===== src/rtl/lcd_pic_overlay_pipe.sv =====
// rtl/lcd_pic_overlay_pipe.sv - pipelined pixel composer: background, ROM image window, flashing switch buttons
// Latency is ROM_LAT+2: classify, wait for ROM data, then compose the output pixel.
module lcd_pic_overlay_pipe #(
    parameter int          IMG_WIDTH    = 560,
    parameter int          IMG_HEIGHT   = 320,
    parameter int          ORIGIN_X     = 120,
    parameter int          ORIGIN_Y     = 80,
    parameter int          ADDR_W       = 18,
    parameter int          ROM_LAT      = 1,
    parameter int          N_BTN        = 4,
    parameter int          BTN_X0       = 120,
    parameter int          BTN_Y0       = 300,
    parameter int          BTN_W        = 140,
    parameter int          BTN_H        = 100,
    parameter int          FLASH_FRAMES = 8,
    parameter logic [23:0] COL_ON       = 24'hBEBEBE,
    parameter logic [23:0] COL_OFF      = 24'hFF0000,
    parameter logic [23:0] COL_FLASH    = 24'hFFFF00,
    parameter logic [23:0] COL_BG       = 24'hFFFFFF
) (
    input  logic              clk_in,
    input  logic              sys_rst,
    input  logic [N_BTN-1:0]  sw,
    input  logic [10:0]       pix_x,
    input  logic [10:0]       pix_y,
    input  logic              pix_valid,
    output logic [ADDR_W-1:0] rom_addr,
    input  logic [23:0]       rom_data,
    output logic [23:0]       pix_data,
    output logic              pix_data_valid
);
    localparam int          CLS_W    = 6;
    localparam logic [31:0] IMG_X_LO = 32'(ORIGIN_X);
    localparam logic [31:0] IMG_X_HI = 32'(ORIGIN_X + IMG_WIDTH);
    localparam logic [31:0] IMG_Y_LO = 32'(ORIGIN_Y);
    localparam logic [31:0] IMG_Y_HI = 32'(ORIGIN_Y + IMG_HEIGHT);
    localparam logic [31:0] BTN_Y_LO = 32'(BTN_Y0);
    localparam logic [31:0] BTN_Y_HI = 32'(BTN_Y0 + BTN_H);
    localparam logic [7:0]  FLASH_LD = 8'(FLASH_FRAMES);

    logic [31:0]       w_x;
    logic [31:0]       w_y;
    logic              w_in_img;
    logic              w_btn_row;
    logic              w_btn_hit;
    logic [2:0]        w_btn_idx;
    logic [ADDR_W-1:0] w_addr;
    logic [CLS_W-1:0]  w_cls;
    logic [CLS_W-1:0]  r_cls [0:ROM_LAT];
    logic [ADDR_W-1:0] r_rom_addr;
    logic [N_BTN-1:0]  r_sw_m;
    logic [N_BTN-1:0]  r_sw_s;
    logic [N_BTN-1:0]  r_sw_h;
    logic [N_BTN-1:0]  w_sw_edge;
    logic              w_frame_start;
    logic [7:0]        r_flash_cnt [0:N_BTN-1];
    logic              w_o_valid;
    logic              w_o_img;
    logic              w_o_hit;
    logic [2:0]        w_o_idx;
    logic              w_o_flash;
    logic              w_o_sw;
    logic [23:0]       w_btn_col;
    logic [23:0]       w_pix;
    logic [23:0]       r_pix_data;
    logic              r_pix_valid;

    assign w_x       = {21'd0, pix_x};
    assign w_y       = {21'd0, pix_y};
    assign w_in_img  = (w_x >= IMG_X_LO) && (w_x < IMG_X_HI) &&
                       (w_y >= IMG_Y_LO) && (w_y < IMG_Y_HI);
    assign w_addr    = ADDR_W'((w_y - IMG_Y_LO) * 32'(IMG_WIDTH) + (w_x - IMG_X_LO));
    assign w_btn_row = (w_y >= BTN_Y_LO) && (w_y < BTN_Y_HI);

    always_comb begin
        w_btn_hit = 1'b0;
        w_btn_idx = '0;
        for (int i = 0; i < N_BTN; i++) begin
            if (w_btn_row && (w_x >= 32'(BTN_X0 + i * BTN_W)) &&
                (w_x < 32'(BTN_X0 + (i + 1) * BTN_W))) begin
                w_btn_hit = 1'b1;
                w_btn_idx = 3'(i);
            end
        end
    end

    assign w_cls = {pix_valid, w_in_img, w_btn_hit, w_btn_idx};

    // Class bits ride a delay line so they meet rom_data in the output cycle.
    always_ff @(posedge clk_in or posedge sys_rst) begin
        if (sys_rst) begin
            r_rom_addr <= '0;
            for (int k = 0; k <= ROM_LAT; k++) begin
                r_cls[k] <= '0;
            end
        end else begin
            r_rom_addr <= w_in_img ? w_addr : '0;
            r_cls[0]   <= w_cls;
            for (int k = 1; k <= ROM_LAT; k++) begin
                r_cls[k] <= r_cls[k-1];
            end
        end
    end

    assign w_sw_edge     = r_sw_s ^ r_sw_h;
    assign w_frame_start = pix_valid && (pix_x == 11'd0) && (pix_y == 11'd0);

    always_ff @(posedge clk_in or posedge sys_rst) begin
        if (sys_rst) begin
            r_sw_m <= '0;
            r_sw_s <= '0;
            r_sw_h <= '0;
            for (int i = 0; i < N_BTN; i++) begin
                r_flash_cnt[i] <= 8'd0;
            end
        end else begin
            r_sw_m <= sw;
            r_sw_s <= r_sw_m;
            r_sw_h <= r_sw_s;
            // A reload on a switch edge takes precedence over the frame decrement.
            for (int i = 0; i < N_BTN; i++) begin
                if (w_sw_edge[i]) begin
                    r_flash_cnt[i] <= FLASH_LD;
                end else if (w_frame_start && (r_flash_cnt[i] != 8'd0)) begin
                    r_flash_cnt[i] <= r_flash_cnt[i] - 8'd1;
                end
            end
        end
    end

    assign {w_o_valid, w_o_img, w_o_hit, w_o_idx} = r_cls[ROM_LAT];

    always_comb begin
        w_o_flash = 1'b0;
        w_o_sw    = 1'b0;
        for (int i = 0; i < N_BTN; i++) begin
            if (w_o_idx == 3'(i)) begin
                w_o_flash = (r_flash_cnt[i] != 8'd0);
                w_o_sw    = r_sw_s[i];
            end
        end
        w_btn_col = w_o_flash ? COL_FLASH : (w_o_sw ? COL_ON : COL_OFF);
        if (!w_o_valid) begin
            w_pix = 24'h0;
        end else if (w_o_hit) begin
            w_pix = w_btn_col;
        end else if (w_o_img) begin
            w_pix = rom_data;
        end else begin
            w_pix = COL_BG;
        end
    end

    always_ff @(posedge clk_in or posedge sys_rst) begin
        if (sys_rst) begin
            r_pix_data  <= 24'h0;
            r_pix_valid <= 1'b0;
        end else begin
            r_pix_data  <= w_pix;
            r_pix_valid <= w_o_valid;
        end
    end

    assign rom_addr       = r_rom_addr;
    assign pix_data       = r_pix_data;
    assign pix_data_valid = r_pix_valid;

endmodule


===== config.mk =====
export PLATFORM = sky130hd
export DESIGN_NAME = lcd_pic_overlay_pipe
export DESIGN_NICKNAME = d
export VERILOG_FILES = /design/src/rtl/lcd_pic_overlay_pipe.sv
export SDC_FILE = /design/constraint.sdc
export NUM_CORES = 1
export LEC_CHECK = 0
export ABC_AREA = 1
export CORE_MARGIN = 2
export CORE_UTILIZATION = 30
export DETAILED_ROUTE_END_ITERATION = 12
export PLACE_DENSITY_LB_ADDON = 0.1
export SLEW_MARGIN = 10
export SYNTH_ARGS = -nofsm -noshare
export SYNTH_HDL_FRONTEND = slang
export SYNTH_SLANG_ARGS = --single-unit

===== constraint.sdc =====
create_clock -name clk_in -period 8.3 [get_ports clk_in]
set_input_delay 1.66 -clock clk_in [delete_from_list [all_inputs] [get_ports clk_in]]
set_output_delay 1.66 -clock clk_in [all_outputs]
set_load 0.01 [all_outputs]

# Word-level counts from Yosys, hierarchy flattened
# Index checks and enable logic that the tools add are counted.
# W data, S select, Z words.
[word_totals]
regBits = 99
[classes]
magnitude_cmp = 11
multipliers = 1
bitwise = 1
addsub = 7
mux = 29
eq_ne = 3
n_reduce_logical = 29
[op_table]
columns = ["op", "n"]
rows = [
  ["$mux W24", 3],
  ["$mux W8", 8],
  ["$mux W23", 2],
  ["$ge A11 B9 Y1 const B", 3],
  ["$lt A11 B9 Y1 const B", 3],
  ["$mul A32 B6 Y14 const B", 1],
  ["$reduce_bool A8 Y1", 4],
  ["$sub A8 B1 Y8 const B", 4],
  ["$sub A11 B7 Y12 const B", 2],
  ["$ge A11 B7 Y1 const B", 2],
  ["$logic_not A11 Y1", 2],
  ["$lt A11 B10 Y1 const B", 2],
  ["$add A18 B18 Y18", 1],
  ["$logic_and A1 B1 Y1", 18],
  ["$mux W18", 1],
  ["$mux W1", 13],
  ["$ge A11 B10 Y1 const B", 1],
  ["$reduce_bool A2 Y1", 4],
  ["$eq A3 B2 Y1 const B", 2],
  ["$mux W3", 2],
  ["$xor A4 B4 Y4", 1],
  ["$eq A3 B1 Y1 const B", 1],
  ["$logic_not A3 Y1", 1],
]

# Longest topological paths before layout
# Gate-level depths: netlist of run 1.
[logic_depth]
ltp_word = 9
mapped_depth = 30
depth_no_buf = 30

# Worst setup path after synthesis of run 1
# OpenSTA, ideal clock, no wires.
[synth_timing]
path_type = "input -> register"
start = "in pix_y[4]"
end = "reg r_rom_addr[17], in the netlist rom_addr[17]"
path_buffers = 0
arrival_time_ns = 5.357
path_stages = 25
path_slack_ns = 2.824
cell_sequence = "inv_1 -> ha_1 -> inv_1 -> nand2_1 -> nand2_1 -> nor2_1 -> xor2_1 -> xor2_1 -> ha_1 -> inv_1 -> fa_1 -> inv_1 -> ha_1 -> nand2_1 -> inv_1 -> a221oi_1 -> nand2_1 -> xor2_1 -> ha_1 -> a21oi_1 -> nand2_1 -> a21oi_1 -> nand2_1 -> a21oi_1 -> nor2_1"
[synth_between]
elab_chain_len = 4
elab_cells_between_ends = 8
cone_classes = "2 x add/sub; 1 x mul; 2 x order compare; 1 x mux; 2 x reduce/logical"
[synth_rtl]
columns = ["item", "line", "text"]
rows = [
  ["start, declared", "25", "input logic [10:0] pix_y,"],
  ["$sub A11 B7 Y12 / $ge A11 B7 Y1 (equally long branches)", "72, 71", ""],
  ["$mul A32 B6 Y14 / $logic_and A1 B1 Y1 (equally long branches)", "72, 70", ""],
  ["$add A18 B18 Y18 / $logic_and A1 B1 Y1 (equally long branches)", "72, 71", ""],
  ["$mux W18 *", "97", "r_rom_addr <= w_in_img ? w_addr : '0;"],
  ["end signal, assigned", "97", ""],
  ["end, declared", "50", "logic [ADDR_W-1:0] r_rom_addr;"],
]
# Every way passes the cells marked *; elsewhere a longest branch is shown, timed or not.
# A chain may end at the register's enable or synchronous reset.

# Worst setup path after layout of run 1
# Ends and elaborated chain as after synthesis.

==> results.toml, run 1 <==
[detailed_routing]
viasPerCell = 4.52
postRouteAntennaNets = 0
firstDrtPassIters = 5
totalWireLength_um = 15000
via_count = 5116
wl_per_cell_um = 13.3
route.detailed.drc = 0
drt-initial-drc-count = 211

[floorplanning]
coreArea_um2 = 20200
die_height_um = 148
die_w_um = 148
fp.dieArea_um2 = 21800
row_count = 52
io_pins = 96
start_util = 0.307

[global_route]
antenna_found_initial = 0
grt_max_degree = 77
grt_pass1_vias = 5121
grt.overflow.total = 0
grt_pass1_wl_um = 25400
grt_use_total = 0.144

[sta]
period_needed_ns = 6.16
whs_ns = 0.344
rsz0062_at_grt = "false"
setup_viol = 0
hold_viol_final = 0
slew_violations = 0
period_share = 0.742
tns_ns = 0
fmax_ghz = 0.162
slew_headroom = 0.337
tightest_slew_ns = 0.994
finClkSkew_ns = 0.0101

[logic_synthesis]
synth_area_leaders = "dfrtp_1, ha_1, nand2_1"
ys_ff_latch = 97
yosys.area.top_type = "dfrtp_1"
syn_nets = 872
yosys_most_used_dff = "dfrtp_1"
async_flop_share = 1.00
synth_edf_count = 0
syn_area_um2 = 6200
yosysSeqAreaShare = 0.391
yosysTopAreaCellShare = 0.391
synth_cells = 755
yosysWarnings = 0
synth_area_per_cell_um2 = 8.22
synth_cell_type_count = 39

[critical_path]
critPathRequiredTime_ns = 8.58
path_common_cell = "nand2_1"
cp.arrival_ns = 6.44
r2r-start = "r_flash_cnt[16]$_DFFE_PP0P_"
r2r_end = "pix_data[7]$_DFF_PP0_"
path_class = "in2reg"
crit_slowest_cell = "fa_1"
crit_fanout = 6
crit_path_start = "pix_y[4]"
worst-path-buf-inv = 6
max_stage_delay_ns = 0.52
critPathTopFamily = "adder cells"
worst_setup_path_end_kind = "flop"
crit_path_start_kind = "input port"
rr_worst_depth = 8
r2r_slack_ns = 6.27

[cts]
cts_sinks = 97
htreeDepth = 3
cts.path.max_buffers = 2
cts_resized = 0
clk_pin_slew_worst_paths_ns = 0.06
clock_latency_ns = 0.35
numCtsBuffers = 9
cts-hold-fix-buffers = 0
cts-root-buf = "clkbuf_16"
cts_tree = "done"
post_cts_buffers = 0

[job]
maxCapViolCount = 0

[place]
io_buffers = 95
dp_hpwl_um = 11900
place_congestion = 0.841

[finish]
nFillCells = 2064
fin_nets = 974
drive_gt1_frac = 0.0488
final_util = 0.383
areaGrowthSynthToFinish_pct = 24.9
antenna_cells = 0

[worst_hold_path]
holdCritPathClass = "reg2reg"
holdPathStages = 0
worstHoldStart = "r_cls[6]$_DFF_PP0_"
whs_endpoint = "r_cls[0]$_DFF_PP0_"

[power_and_ir_drop]
p_per_area_nw_per_um2 = 201
power_mw = 1.56
peakVddDrop_mv = 0.0971
leakage_nw = 3.80

[run_status]
run_status = "finished clean"
==> flip-flops by register name, indices dropped and copies added (netlist names) <==
name            count
r_sw_m              4
r_sw_s              4
rom_addr           18
pix_data           24
r_cls              10
r_sw_h              4
r_flash_cnt        32
pix_data_valid      1
==> cell usage after synthesis (10+ instances only) <==
cell type / count
nand2_1: 130
inv_1: 119
nor2_1: 102
dfrtp_1: 97
ha_1: 55
nand3_1: 51
xor2_1: 31
a21oi_1: 30
o21ai_0: 28
xnor2_1: 17
o31ai_1: 14
nor3_1: 12
nand4_1: 10
==> cell families after synthesis <==
kind of cell,share of synthesized area
AOI/OAI and AO/OA,0.0833
xor gates and xnor gates,0.0678
adders and majority gates,0.140
buffers and inverters,0.0795
DFF,0.391
and+or+nand+nor,0.238
==> worst max-delay path by stage <==
stage	endpoint	slack [ns]	cells after the start
2_1_floorplan	rom_addr[17]$_DFF_PP0_	2.82	25
3_5_place_dp	rom_addr[17]$_DFF_PP0_	1.80	26
4_1_cts	rom_addr[17]$_DFF_PP0_	2.16	27
5_1_grt	rom_addr[17]$_DFF_PP0_	1.69	27
3_3_place_gp	rom_addr[17]$_DFF_PP0_	1.79	26
6_report	rom_addr[17]$_DFF_PP0_	2.14	27
==> routing by layer <==
metal | wire (um) | part of all wire | vias up | GRT usage
li1 | - | - | 2621 | -
met1 | 7590 | 0.51 | 2372 | 0.208
met2 | 6490 | 0.43 | 111 | 0.222
met3 | 677 | 0.045 | 12 | 0.0259
met4 | 242 | 0.016 | 0 | 0.0428
met5 | 0 | 0 | - | 0
==> cell type report <==
class / instances / area, um^2 / share of cell area
well taps: 270 / 338 / 0.0436
multi-input cells: 529 / 3280 / 0.424
repair buffers: 96 / 958 / 0.124
flip-flops and latches: 97 / 2430 / 0.313
clock buffers: 13 / 260 / 0.0336
inverters: 124 / 468 / 0.0604
clock inverters: 2 / 13.8 / 0.00178
==> power by group <==
group	internal [mW]	switching [mW]	total (mW)
combinational	0.262	0.380	0.642
clock	0.218	0.172	0.391
sequential	0.508	0.0189	0.526
total	0.988	0.571	1.56
==> cell usage in the layout, fill, tap and decap left out, types with 5 or more instances in the layout <==
cell type          n
nand3_1           51
ha_1              55
dfrtp_1           97
nor3_1            12
fa_1               9
xor2_1            31
nand2_1          130
o21ai_0           28
inv_2              5
nor2_1           102
o31ai_1           14
clkbuf_16          9
nand4_1           10
inv_1            118
clkdlybuf4s50_1   95
xnor2_1           17
a21oi_1           30
==> through the flow <==
step                setup WS, ns  std cells  instance area (um^2)
finish                      2.14       1131                  7750
global route                1.69       1131                  7750
CTS                         2.16       1131                  7750
detailed placement          1.80       1116                  7470
global placement            1.79       1116                  7470
floorplan                   2.82        755                  6200
Note: power is estimated with default switching activity, not from simulation.
==> inputs of run 2 (changes only) <==
==> constraint.sdc (replaced) <==
create_clock -name clk_in -period 5.85 [get_ports clk_in]
set_input_delay 1.17 -clock clk_in [delete_from_list [all_inputs] [get_ports clk_in]]
set_output_delay 1.17 -clock clk_in [all_outputs]
set_load 0.01 [all_outputs]
==> run 2 against run 1 <==
  * Die area unchanged
  * First-iteration DRC count stayed put
  * Sequential share of layout area is 0.24 points lower
  * Critical path type unchanged
  * Critical endpoint unchanged
  * Largest power group unchanged
  * Highest routed layer unchanged
==> results.toml, run 2 (synthesis results as in run 1) <==
[global_route]
grt_pass1_vias = 5085
grt_use_total = 0.141
grt_max_degree = 66
grtUsageMet1 = 0.204
globalRoute.busiestLayer = "met2"
antenna_found_initial = 0
grt_use_met3 = 0.0256
grt.overflow.total = 0
grt_pass1_wl_um = 24800
use_met2 = 0.210

[sta]
fmax_ghz = 0.184
slew_violations = 0
rsz0062_at_grt = "false"
setup_viol = 0
period_needed_ns = 5.44
slew_headroom = 0.473
whs_ns = 0.350
finClkSkew_ns = 0.00991
hold_viol_final = 0
period_share = 0.930
tightest_slew_ns = 0.791

[critical_path]
max_stage_delay_ns = 0.54
worst-path-buf-inv = 6
path_common_cell = "nand2_1"
critPathTopFamily = "adder cells"
r2r_end = "pix_data[10]$_DFF_PP0_"
crit_path_start_kind = "input port"
path_class = "in2reg"
cp.arrival_ns = 5.67
crit_path_start = "pix_y[5]"
rr_worst_depth = 10
endpoint = "rom_addr[17]$_DFF_PP0_"
r2r-start = "r_flash_cnt[8]$_DFFE_PP0P_"
critPathRequiredTime_ns = 6.08
worstSetupPathDepth = 27
worst_setup_path_end_kind = "flop"
r2r_slack_ns = 3.88
crit_fanout = 5
crit_slowest_cell = "clkdlybuf4s50_1"

[finish]
final_common_cell = "nand2_1"
fin_nets = 979
areaGrowthSynthToFinish_pct = 25.9
stdcell_area_um2 = 7810
drive_gt1_frac = 0.0612
final_util = 0.386
largest_reg_flops = 32
antenna_cells = 0
layout_common_cells = "nand2_1, inv_1, nor2_1"
top_register = "r_flash_cnt"

[cts]
cts_sinks = 97
clk_pin_slew_worst_paths_ns = 0.07
cts_tree = "done"
post_cts_buffers = 0
clock_latency_ns = 0.34
htreeDepth = 3
cts-root-buf = "clkbuf_16"
cts.path.max_buffers = 2
numCtsBuffers = 9

[floorplanning]
die_height_um = 148
start_util = 0.307
fp.dieArea_um2 = 21800
coreArea_um2 = 20200
die_w_um = 148
row_count = 52
io_pins = 96

[worst_hold_path]
worstHoldStart = "r_cls[9]$_DFF_PP0_"
holdPathStages = 0
holdCritPathClass = "reg2reg"

[power_and_ir_drop]
peakVddDrop_mv = 0.109
p_per_area_nw_per_um2 = 282
leakage_nw = 3.82

[place]
dp_hpwl_um = 11800
place_congestion = 0.855
io_buffers = 95
post_dp_cell_area_um2 = 7510

[detailed_routing]
firstDrtPassIters = 6
totalWireLength_um = 14800
postRouteAntennaNets = 0
via_count = 5069
drt-initial-drc-count = 211
route.detailed.drc = 0
wl_per_cell_um = 13.0
viasPerCell = 4.46

[job]
maxCapViolCount = 0

[run_status]
run_status = "finished clean"
run 2: metrics by stage:
step	worst slack, ns	setup TNS, ns	instances	power, mW
after floorplan	0.864	0	755	1.42
after global placement	0.0494	0	1121	1.67
after detailed placement	-0.00508	-0.00508	1121	1.67
after CTS	0.353	0	1136	2.24
after global routing	0.0356	0	1136	2.40
final	0.410	0	1136	2.20
run 2: worst min path at each step:
stage | slack (ns) | to
6_report | 0.35 | r_cls[3]$_DFF_PP0_
5_1_grt | 0.36 | r_cls[3]$_DFF_PP0_
4_1_cts | 0.35 | r_cls[4]$_DFF_PP0_
3_5_place_dp | 0.34 | r_cls[3]$_DFF_PP0_
3_3_place_gp | 0.34 | r_cls[5]$_DFF_PP0_
2_1_floorplan | 0.33 | r_cls[0]$_DFF_PP0_
run 2: final cells by class:
type,instances,area (um^2)
inverter,124,468
tap,270,338
timing repair buffer,101,996
clock buffer,11,243
sequential,97,2430
clock inverter,4,28.8
fill,2069,12400
multi-input combinational,529,3310
run 2: where the power goes:
part	internal [mW]	switching (mW)	total (mW)
Clock	0.298	0.249	0.547
Combinational	0.375	0.536	0.910
Sequential	0.720	0.0264	0.747
Total	1.39	0.811	2.20
run 2: routing by layer:
metal  up-vias  wire [um]  part of all wire
met5         -          0                 0
met2       116       6130              0.41
met3        14        704             0.048
met4         0        347             0.023
met1      2316       7620              0.51
li1       2623          -                 -
run 2: repair_timing:
action,in CTS,in global routing
hold buffers,0,0
setup endpoints to repair,0,2
gates resized for setup,0,5
==> inputs of run 3 (changes only) <==
--- a/config.mk
+++ b/config.mk
@@ -10,6 +10,7 @@
 export CORE_UTILIZATION = 30
 export DETAILED_ROUTE_END_ITERATION = 12
 export PLACE_DENSITY_LB_ADDON = 0.1
+export SKIP_LAST_GASP = 1
 export SLEW_MARGIN = 10
 export SYNTH_ARGS = -nofsm -noshare
 export SYNTH_HDL_FRONTEND = slang
==> run 3 against run 2 <==
  * Clock skew about the same
  * Critical path depth unchanged
  * Register-to-register slack about the same
==> results.toml, run 3 (synthesis results as in run 1) <==
[cts]
clk_pin_slew_worst_paths_ns = 0.07
cts_tree = "done"
cts_sinks = 97
htreeDepth = 3
cts.path.max_buffers = 2
numCtsBuffers = 9
cts_resized = 0
post_cts_buffers = 0
cts-hold-fix-buffers = 0
clock_latency_ns = 0.34
cts-root-buf = "clkbuf_16"

[critical_path]
critPathRequiredTime_ns = 6.08
worst_setup_path_end_kind = "flop"
cp.arrival_ns = 5.74
r2r-start = "r_flash_cnt[8]$_DFFE_PP0P_"
r2r_end = "pix_data[10]$_DFF_PP0_"
r2r_slack_ns = 3.88
rr_worst_depth = 10
crit_fanout = 5
crit_path_start_kind = "input port"
max_stage_delay_ns = 0.54
path_common_cell = "nand2_1"
crit_slowest_cell = "clkdlybuf4s50_1"
path_class = "in2reg"

[worst_hold_path]
whs_endpoint = "r_cls[3]$_DFF_PP0_"
holdCritPathClass = "reg2reg"
holdPathStages = 0
worstHoldStart = "r_cls[9]$_DFF_PP0_"

[finish]
fin_nets = 979
final_common_cell = "nand2_1"
layout_common_cells = "nand2_1, inv_1, nor2_1"
seqCellArea_um2 = 2430
final_util = 0.386
largest_reg_flops = 32
drive_gt1_frac = 0.0600
fin_cells = 1136
antenna_cells = 0
stdcell_area_um2 = 7800
nFillCells = 2069
top_register = "r_flash_cnt"
multi_input_area_um2 = 3300
areaGrowthSynthToFinish_pct = 25.8

[power_and_ir_drop]
p_clk_frac = 0.248
sw_frac_of_total = 0.368
p_per_area_nw_per_um2 = 282
combPwrFrac = 0.413
p_seq_frac = 0.339
peakVddDrop_mv = 0.109
power.internal_mw = 1.39
p_switching_uw = 812
leakage_nw = 3.83

[sta]
slew_headroom = 0.474
fin_ws_ns = 0.337
hold_viol_final = 0
finClkSkew_ns = 0.00982
whs_ns = 0.350
tightest_slew_ns = 0.788
period_share = 0.942
fmax_ghz = 0.181
slew_violations = 0
rsz0062_at_grt = "true"
period_needed_ns = 5.51
setup_viol = 0

[detailed_routing]
route.detailed.drc = 0
drt-initial-drc-count = 229
wl_per_cell_um = 13.0
firstDrtPassIters = 5
postRouteAntennaNets = 0
via_count = 5067
totalWireLength_um = 14800
viasPerCell = 4.46

[global_route]
grt_pass1_wl_um = 24800
antenna_found_initial = 0
grt_use_total = 0.141
grt_max_degree = 66
grt.overflow.total = 0
grtUsageMet1 = 0.204
use_met2 = 0.210
grt_pass1_vias = 5085
grt_use_met3 = 0.0256
globalRoute.busiestLayer = "met2"

[run_status]
run_status = "finished clean"

[place]
post_dp_cell_area_um2 = 7510
io_buffers = 95
dp_hpwl_um = 11800
place_congestion = 0.855
dp_cells = 1121
pre_cts_ws_ns = -0.00508

[floorplanning]
fp.dieArea_um2 = 21800
start_util = 0.307
io_pins = 96
die_height_um = 148
coreArea_um2 = 20200
die_w_um = 148
row_count = 52

[job]
maxCapViolCount = 0
-- run 3: per-stage QoR --
step,TNS [ns],total power [mW]
after floorplan,0,1.42
after global placement,0,1.67
after detailed placement,-0.00508,1.67
after CTS,0,2.24
after global routing,-0.0163,2.40
final,0,2.20
-- run 3: layout make-up --
cell class	count	area share
Inverter	124	0.0600
Multi-Input combinational cell	529	0.423
Sequential cell	97	0.311
Tap cell	270	0.0433
Clock buffer	11	0.0311
Clock inverter	4	0.00369
Timing Repair Buffer	101	0.128
-- run 3: per-layer routing --
| layer | share of wire | wire length (um) | vias up |
|---|---|---|---|
| met1 | 0.52 | 7620 | 2316 |
| met5 | 0 | 0 | - |
| li1 | - | - | 2622 |
| met2 | 0.41 | 6130 | 115 |
| met3 | 0.047 | 691 | 14 |
| met4 | 0.023 | 347 | 0 |
-- run 3: how the worst max path moves through the flow --
stage	slack (ns)	from	cells after the start	end
2_1_floorplan	0.86	pix_y[4]	25	rom_addr[17]$_DFF_PP0_
3_5_place_dp	-0.005	pix_y[5]	26	rom_addr[17]$_DFF_PP0_
5_1_grt	-0.02	pix_y[5]	27	rom_addr[17]$_DFF_PP0_
6_report	0.34	pix_y[5]	27	rom_addr[17]$_DFF_PP0_
3_3_place_gp	0.05	pix_y[5]	27	rom_addr[17]$_DFF_PP0_
4_1_cts	0.35	pix_y[5]	26	rom_addr[17]$_DFF_PP0_
-- run 3: power groups by stage --
stage	Combinational, mW	Sequential [mW]	Clock, mW
after detailed placement	0.910	0.759	0
final	0.911	0.746	0.547
after CTS	0.918	0.747	0.573
after global routing	1.05	0.753	0.596
after global placement	0.911	0.759	0
after floorplan	0.650	0.766	0
-- run 3: critical path: cells and delay by family --
family / cells / cell delay (ns)
AOI/OAI and AO/OA: 2 / 0.47
adders and majority gates: 6 / 2.03
buffers and inverters: 6 / 0.89
and+or+nand+nor: 12 / 1.01
xor gates and xnor gates: 1 / 0.15
